===== src/rtl/twiddle_cmult_pipe_pkg.sv =====
// Shared definitions for the twiddle complex-multiplier pipeline.
// Default widths, rounding-mode encodings and two's complement saturation limits.
// No logic; imported by the pipeline top and its quantiser.
package twiddle_cmult_pipe_pkg;

  localparam int DEF_W     = 16;
  localparam int DEF_FRAC  = 15;
  localparam int DEF_TAG_W = 8;

  // Rounding modes of the output quantiser
  localparam int RND_TRUNC   = 0;  // floor
  localparam int RND_HALF_UP = 1;  // add half an LSB before the shift

  // Largest value of an n-bit two's complement number, in a wide signed container
  function automatic logic signed [127:0] sat_hi(input int n);
    return (128'sd1 <<< (n - 1)) - 128'sd1;
  endfunction

  // Smallest value of an n-bit two's complement number, in a wide signed container
  function automatic logic signed [127:0] sat_lo(input int n);
    return -(128'sd1 <<< (n - 1));
  endfunction

endpackage


===== src/rtl/twiddle_cmult_pipe_round_sat.sv =====
// Quantiser: optional half-up rounding, arithmetic shift by FRAC, clamp to W bits.
// Latency: combinational.
// Backpressure: none; ovf_o flags that the clamp was applied.
module twiddle_cmult_pipe_round_sat
  import twiddle_cmult_pipe_pkg::*;
#(
  parameter int IN_W = 2 * DEF_W + 3,
  parameter int FRAC = DEF_FRAC,
  parameter int W    = DEF_W,
  parameter int RND  = RND_HALF_UP
) (
  input  logic signed [IN_W-1:0] din_i,
  output logic signed [W-1:0]    dout_o,
  output logic                   ovf_o
);

  // One guard bit so the rounding add can never wrap
  localparam int EXT_W = IN_W + 1;
  localparam logic signed [EXT_W-1:0] HALF =
    (RND == RND_HALF_UP && FRAC > 0) ? (EXT_W'(1) <<< ((FRAC > 0) ? FRAC - 1 : 0)) : '0;
  localparam logic signed [EXT_W-1:0] SAT_HI = EXT_W'(sat_hi(W));
  localparam logic signed [EXT_W-1:0] SAT_LO = EXT_W'(sat_lo(W));

  logic signed [EXT_W-1:0] biased;
  logic signed [EXT_W-1:0] shifted;

  // Round, shift down to the output scale, then clamp into the W-bit range
  always_comb begin
    biased  = EXT_W'(din_i) + HALF;
    shifted = biased >>> FRAC;
    ovf_o   = (shifted > SAT_HI) || (shifted < SAT_LO);
    if (shifted > SAT_HI) begin
      dout_o = W'(SAT_HI);
    end else if (shifted < SAT_LO) begin
      dout_o = W'(SAT_LO);
    end else begin
      dout_o = shifted[W-1:0];
    end
  end

endmodule


===== src/rtl/twiddle_cmult_pipe.sv =====
// Pipelined complex multiply y = b*w or b*conj(w), Gauss 3-multiplier form, saturating.
// Latency: 4 register stages; accepted at edge N, presented after edge N+3.
// Backpressure: whole pipe stalls when the output is held; in_ready = out_ready | ~out_valid.
module twiddle_cmult_pipe
  import twiddle_cmult_pipe_pkg::*;
#(
  parameter int W     = DEF_W,
  parameter int FRAC  = DEF_FRAC,
  parameter int RND   = RND_HALF_UP,
  parameter int TAG_W = DEF_TAG_W
) (
  input  logic                    clk,
  input  logic                    rst,
  input  logic                    in_valid,
  output logic                    in_ready,
  input  logic                    in_conj,
  input  logic [TAG_W-1:0]        in_tag,
  input  logic signed [W-1:0]     br,
  input  logic signed [W-1:0]     bi,
  input  logic signed [W-1:0]     wr,
  input  logic signed [W-1:0]     wi,
  output logic                    out_valid,
  input  logic                    out_ready,
  output logic signed [W-1:0]     yr,
  output logic signed [W-1:0]     yi,
  output logic [TAG_W-1:0]        out_tag,
  output logic                    ovf,
  input  logic                    ovf_clr
);

  localparam int SW_W = W + 1;      // pre-add sums
  localparam int PQ_W = 2 * W;      // q and r products
  localparam int P_W  = 2 * W + 2;  // p product
  localparam int R_W  = 2 * W + 3;  // post-add results
  localparam logic signed [W-1:0] W_MIN = W'(sat_lo(W));
  localparam logic signed [W-1:0] W_MAX = W'(sat_hi(W));

  logic adv;

  // Stage valid bits
  logic v1_q, v2_q, v3_q, v4_q;

  // S1: captured operands and pre-adds
  logic signed [W-1:0]    wi_eff_d;
  logic signed [SW_W-1:0] sb_d, sw_d;
  logic signed [W-1:0]    br1_q, bi1_q, wr1_q, wi1_q;
  logic signed [SW_W-1:0] sb1_q, sw1_q;
  logic [TAG_W-1:0]       tag1_q;

  // S2: products
  logic signed [PQ_W-1:0] q_d, r_d, q2_q, r2_q;
  logic signed [P_W-1:0]  p_d, p2_q;
  logic [TAG_W-1:0]       tag2_q;

  // S3: post-adds
  logic signed [R_W-1:0]  re_d, im_d, re3_q, im3_q;
  logic [TAG_W-1:0]       tag3_q;

  // S4: quantised outputs and sticky overflow
  logic signed [W-1:0]    yr_d, yi_d, yr_q, yi_q;
  logic [TAG_W-1:0]       tag4_q;
  logic                   ovf_re, ovf_im;
  logic                   ovf_d, ovf_q;

  // A held output freezes every stage; bubbles ride along as valid = 0
  assign adv      = out_ready | ~v4_q;
  assign in_ready = adv;

  // Conjugate the twiddle (negating the most negative value clamps without flagging ovf) and form pre-adds
  always_comb begin
    wi_eff_d = wi;
    if (in_conj) begin
      wi_eff_d = (wi == W_MIN) ? W_MAX : -wi;
    end
    sb_d = SW_W'(br) + SW_W'(bi);
    sw_d = SW_W'(wr) + SW_W'(wi_eff_d);
  end

  // Three full-precision products
  always_comb begin
    q_d = PQ_W'(br1_q) * PQ_W'(wr1_q);
    r_d = PQ_W'(bi1_q) * PQ_W'(wi1_q);
    p_d = P_W'(sb1_q) * P_W'(sw1_q);
  end

  // Gauss post-adds: Re = q - r, Im = p - q - r
  always_comb begin
    re_d = R_W'(q2_q) - R_W'(r2_q);
    im_d = R_W'(p2_q) - R_W'(q2_q) - R_W'(r2_q);
  end

  twiddle_cmult_pipe_round_sat #(
    .IN_W (R_W),
    .FRAC (FRAC),
    .W    (W),
    .RND  (RND)
  ) u_rs_re (
    .din_i  (re3_q),
    .dout_o (yr_d),
    .ovf_o  (ovf_re)
  );

  twiddle_cmult_pipe_round_sat #(
    .IN_W (R_W),
    .FRAC (FRAC),
    .W    (W),
    .RND  (RND)
  ) u_rs_im (
    .din_i  (im3_q),
    .dout_o (yi_d),
    .ovf_o  (ovf_im)
  );

  // Sticky overflow: set only when a valid sample clamps as it loads S4; set beats clear
  always_comb begin
    ovf_d = (ovf_q & ~ovf_clr) | (adv & v3_q & (ovf_re | ovf_im));
  end

  // Valid bits, output stage and overflow flag; reset discards anything in flight
  always_ff @(posedge clk or posedge rst) begin
    if (rst) begin
      v1_q   <= 1'b0;
      v2_q   <= 1'b0;
      v3_q   <= 1'b0;
      v4_q   <= 1'b0;
      yr_q   <= '0;
      yi_q   <= '0;
      tag4_q <= '0;
      ovf_q  <= 1'b0;
    end else begin
      ovf_q <= ovf_d;
      if (adv) begin
        v1_q   <= in_valid;
        v2_q   <= v1_q;
        v3_q   <= v2_q;
        v4_q   <= v3_q;
        yr_q   <= yr_d;
        yi_q   <= yi_d;
        tag4_q <= tag3_q;
      end
    end
  end

  // Datapath stages S1..S3; contents are only meaningful alongside their valid bit
  always_ff @(posedge clk) begin
    if (adv) begin
      br1_q  <= br;
      bi1_q  <= bi;
      wr1_q  <= wr;
      wi1_q  <= wi_eff_d;
      sb1_q  <= sb_d;
      sw1_q  <= sw_d;
      tag1_q <= in_tag;
      q2_q   <= q_d;
      r2_q   <= r_d;
      p2_q   <= p_d;
      tag2_q <= tag1_q;
      re3_q  <= re_d;
      im3_q  <= im_d;
      tag3_q <= tag2_q;
    end
  end

  assign out_valid = v4_q;
  assign yr        = yr_q;
  assign yi        = yi_q;
  assign out_tag   = tag4_q;
  assign ovf       = ovf_q;

endmodule

===== config.mk =====
export PLATFORM = sky130hd
export DESIGN_NAME = twiddle_cmult_pipe
export DESIGN_NICKNAME = d
export VERILOG_FILES = /design/src/rtl/twiddle_cmult_pipe_pkg.sv /design/src/rtl/twiddle_cmult_pipe_round_sat.sv /design/src/rtl/twiddle_cmult_pipe.sv
export SDC_FILE = /design/constraint.sdc
export NUM_CORES = 2
export LEC_CHECK = 0
export ABC_AREA = 1
export BUFFER_PORTS_ARGS = -buffer_cell sky130_fd_sc_hd__buf_2
export CAP_MARGIN = 25
export CORE_MARGIN = 1
export CORE_UTILIZATION = 60
export CTS_BUF_LIST = sky130_fd_sc_hd__clkbuf_2
export DETAILED_ROUTE_END_ITERATION = 12
export PLACE_DENSITY_LB_ADDON = 0.05
export SETUP_SLACK_MARGIN = 0.15
export SLEW_MARGIN = 20
export SYNTH_ARGS = -nofsm -noshare
export SYNTH_HDL_FRONTEND = slang
export SYNTH_SLANG_ARGS = --single-unit

===== constraint.sdc =====
create_clock -name clk -period 14.3 [get_ports clk]
set_input_delay 0 -clock clk [delete_from_list [all_inputs] [get_ports clk]]
set_output_delay 0 -clock clk [all_outputs]
set_load 0.03 [all_outputs]

==> results.md <==
- Outcome: completed
- Fillcell total: 6993
- Initial DRC Count: 2670
- Most frequent cells in the layout: inv_1, nand2_1, fa_1, ha_1, nor2_1
- Die height: 290 um
- CTS tree: yes
- Clock sinks: 305
- Vias in the first global route: 41000
- Initial antenna violation count: 12
- Slew @ Worst Pin: 1050 ps
- Syn Inst Count: 5924
- Main synth FF type: edfxtp_1
- Worst path required time: 15210 ps
- Asr flop ratio synth: 14.8%
- Non-filler cells, final: 7296
- Final period utilization: 46.4%
- Detailed-route via count: 38400
- Slew headroom: 30.0%
- CTS buffer count: 88
- Fraction of layout cells with a size suffix above 1: 5.73%
- Final setup vio count: 0
- Reg clk slew, reported paths: 100 ps
- DR vias/cell: 5.27
- Wirelength per Cell: 18.7 um
- Worst stage delay on the critical path: 920 ps
- Max cap viols: 0
- Core ar.: 82000 um^2
- H-tree levels: 3
- Mux cell area share after synthesis: 0%
- GPL Wtd Cong: 0.955
- Core Util, Final: 65.7%
- Die W: 290 um
- Total gr overflow: 0
- Setup Skew: 148 ps
- Later-pin clock latency in the skew report: 1190 ps
- Crit path DAT: 7550 ps
- Synth Area in Simple Gates: 15.2%
- Kind of critical path: reg2reg
- Synth Area in Compound Gates: 5.51%
- XOR/XNOR share of the synthesized area: 3.22%
- Longest Clk Path Bufs: 3
- Largest net degree at the start of global routing: 165
- CP Cell Sequence: nand2_1 -> fa_1 -> inv_1 -> fa_1 -> fa_1 -> inv_1 -> fa_1 -> inv_1 -> fa_1 -> inv_1 -> fa_1 -> inv_1 -> ha_1 -> a21o_1 -> a21oi_1 -> nor2_1 -> a211oi_1 -> o211ai_1 -> xor2_1
- Buf/Inv on CP: 5
- Pre-Repair DR Iteration Count: 5
- Register bit total from synthesis: 305
- Setup crit start kind: flip-flop
- Die area: 84000 um^2
- # nets final: 7461
- Slowest CP cell: edfxtp_1
- Drt drc: 0
- Yosys warning count: 0
- Root Buffer: clkbuf_2
- Initial Utilization: 60.6%
- Post-DP HPWL: 110000 um
- Mean area per synthesized cell: 8.39 um^2
- Final hold violations: 0
- Largest family of logic cells by synthesized area: adder cells
- Top-level port count: 121
- Met3 Routed Length: 9520 um
- CP max FO: 17
- Syn_nets: 7237
- First-pass GRT wire length: 221000 um
- Routed Wire Length: 137000 um
- Rows: 105
- Adder-Cell Fraction of Synth Area: 44.0%
- Post-route ant nets: 0
- Final setup TNS: 0 ps
- Synth cell types: 54
- CP most frequent cell: fa_1
- RSZ-0062 raised after global routing: no
- Placed cells: 6928
- Count of input and output buffers: 120
- Area growth from synthesis to layout: 8.32%
- Commonest non-fill, non-tap cell in the layout: inv_1
- Critical Path End Type: flip-flop
- Post-synth EDFFs: 260
- Sequential-to-total area share from yosys stat: 18.0%
- Fin. max-slew vios: 0
- Top Layer Used: met5
- FMAX: 0.151 GHz
- Metal2 WL: 64800 um
- Worst hold path class: in2reg
- DRT met1 WL: 55700 um
- CP delay by family, top: adder cells
- Gr usage total: 33.9%
- Mapped cell area: 49700 um^2
- Post-route minimum period: 6640 ps
## through the flow
step / setup WS, ps / hold WS [ps] / instance area [um^2]
floorplan: 5050 / 98.9 / 49700
global placement: 7750 / 176 / 51000
detailed placement: 7660 / 179 / 51000
CTS: 7640 / 8.71 / 53800
global route: 7380 / 69.9 / 53800
finish: 7660 / 202 / 53800
## state kept, by name (all words and copies together) (netlist names), 8 cells and up
register / flops
wr1_q: 16
sb1_q: 17
yi: 16
tag1_q: 8
br1_q: 16
tag3_q: 8
re3_q: 19
bi1_q: 16
sw1_q: 17
p2_q: 34
out_tag: 8
q2_q: 32
tag2_q: 8
r2_q: 32
im3_q: 21
yr: 16
wi1_q: 16
## synthesized netlist by cell type (67+ instances only)
library cell / number / area [um^2]
ha_1: 380 / 4750
nand3_1: 121 / 606
clkbuf_1: 187 / 702
fa_1: 855 / 17100
nand2_1: 1298 / 4870
xor2_1: 116 / 1020
edfxtp_1: 260 / 7810
o21ai_0: 127 / 636
inv_1: 1654 / 6210
a21oi_1: 209 / 1050
xnor2_1: 67 / 587
nor2_1: 303 / 1140
## routing by layer
layer  track usage, %  vias to the layer above
met5                0                        -
met2             56.6                     1365
met1             44.1                    18900
li1                 -                    17900
met3             4.92                      275
met4             15.5                        4
## kinds of logic after synthesis
| group | Yosys count |
|---|---|
| AOI/OAI and AO/OA | 480 |
| xor gates and xnor gates | 183 |
| adders and majority gates | 1235 |
| buffers and inverters | 1850 |
| DFF | 305 |
| and+or+nand+nor | 1871 |
## worst min-delay path, cell delays in order
cell           delay (ps)
dlygate4sd3_1         530
buf_2                 150
ha_1                  280
xor2_1                220
## area by class of cell
class / count / area, um^2 / area share (%)
flip-flops and latches: 305 / 8930 / 16.6
inverters: 1656 / 6220 / 11.6
clock inverters: 36 / 245 / 0.455
repair buffers: 328 / 2680 / 4.97
well taps: 1070 / 1340 / 2.49
clock buffers: 123 / 616 / 1.14
multi-input cells: 3769 / 33800 / 62.8
diodes: 9 / 22.5 / 0.0418
## timing repair
item	4_1_cts	5_1_grt
setup buffers	0	0
hold endpoints to repair	292	0
hold buffers	200	0
gates resized for setup	0	0
## path summary, 6_finish.rpt
check                      startpoint         end  slack [ps]  cells after the start
setup / recovery             sw1_q[8]    p2_q[33]        7660                     19
hold / removal                  wr[8]    sw1_q[8]         200                      4
setup reg to reg             sw1_q[8]    p2_q[33]        7660                     19
hold reg to reg             tag3_q[0]  out_tag[0]         420                      2
max in group asynchronous         rst       yi[3]       12020                      6
min in group asynchronous         rst   out_valid         680                      5
Power is left out: the tool's default activity adds up to more than one toggle a clock period on the data nets, which glitch-free logic cannot reach.
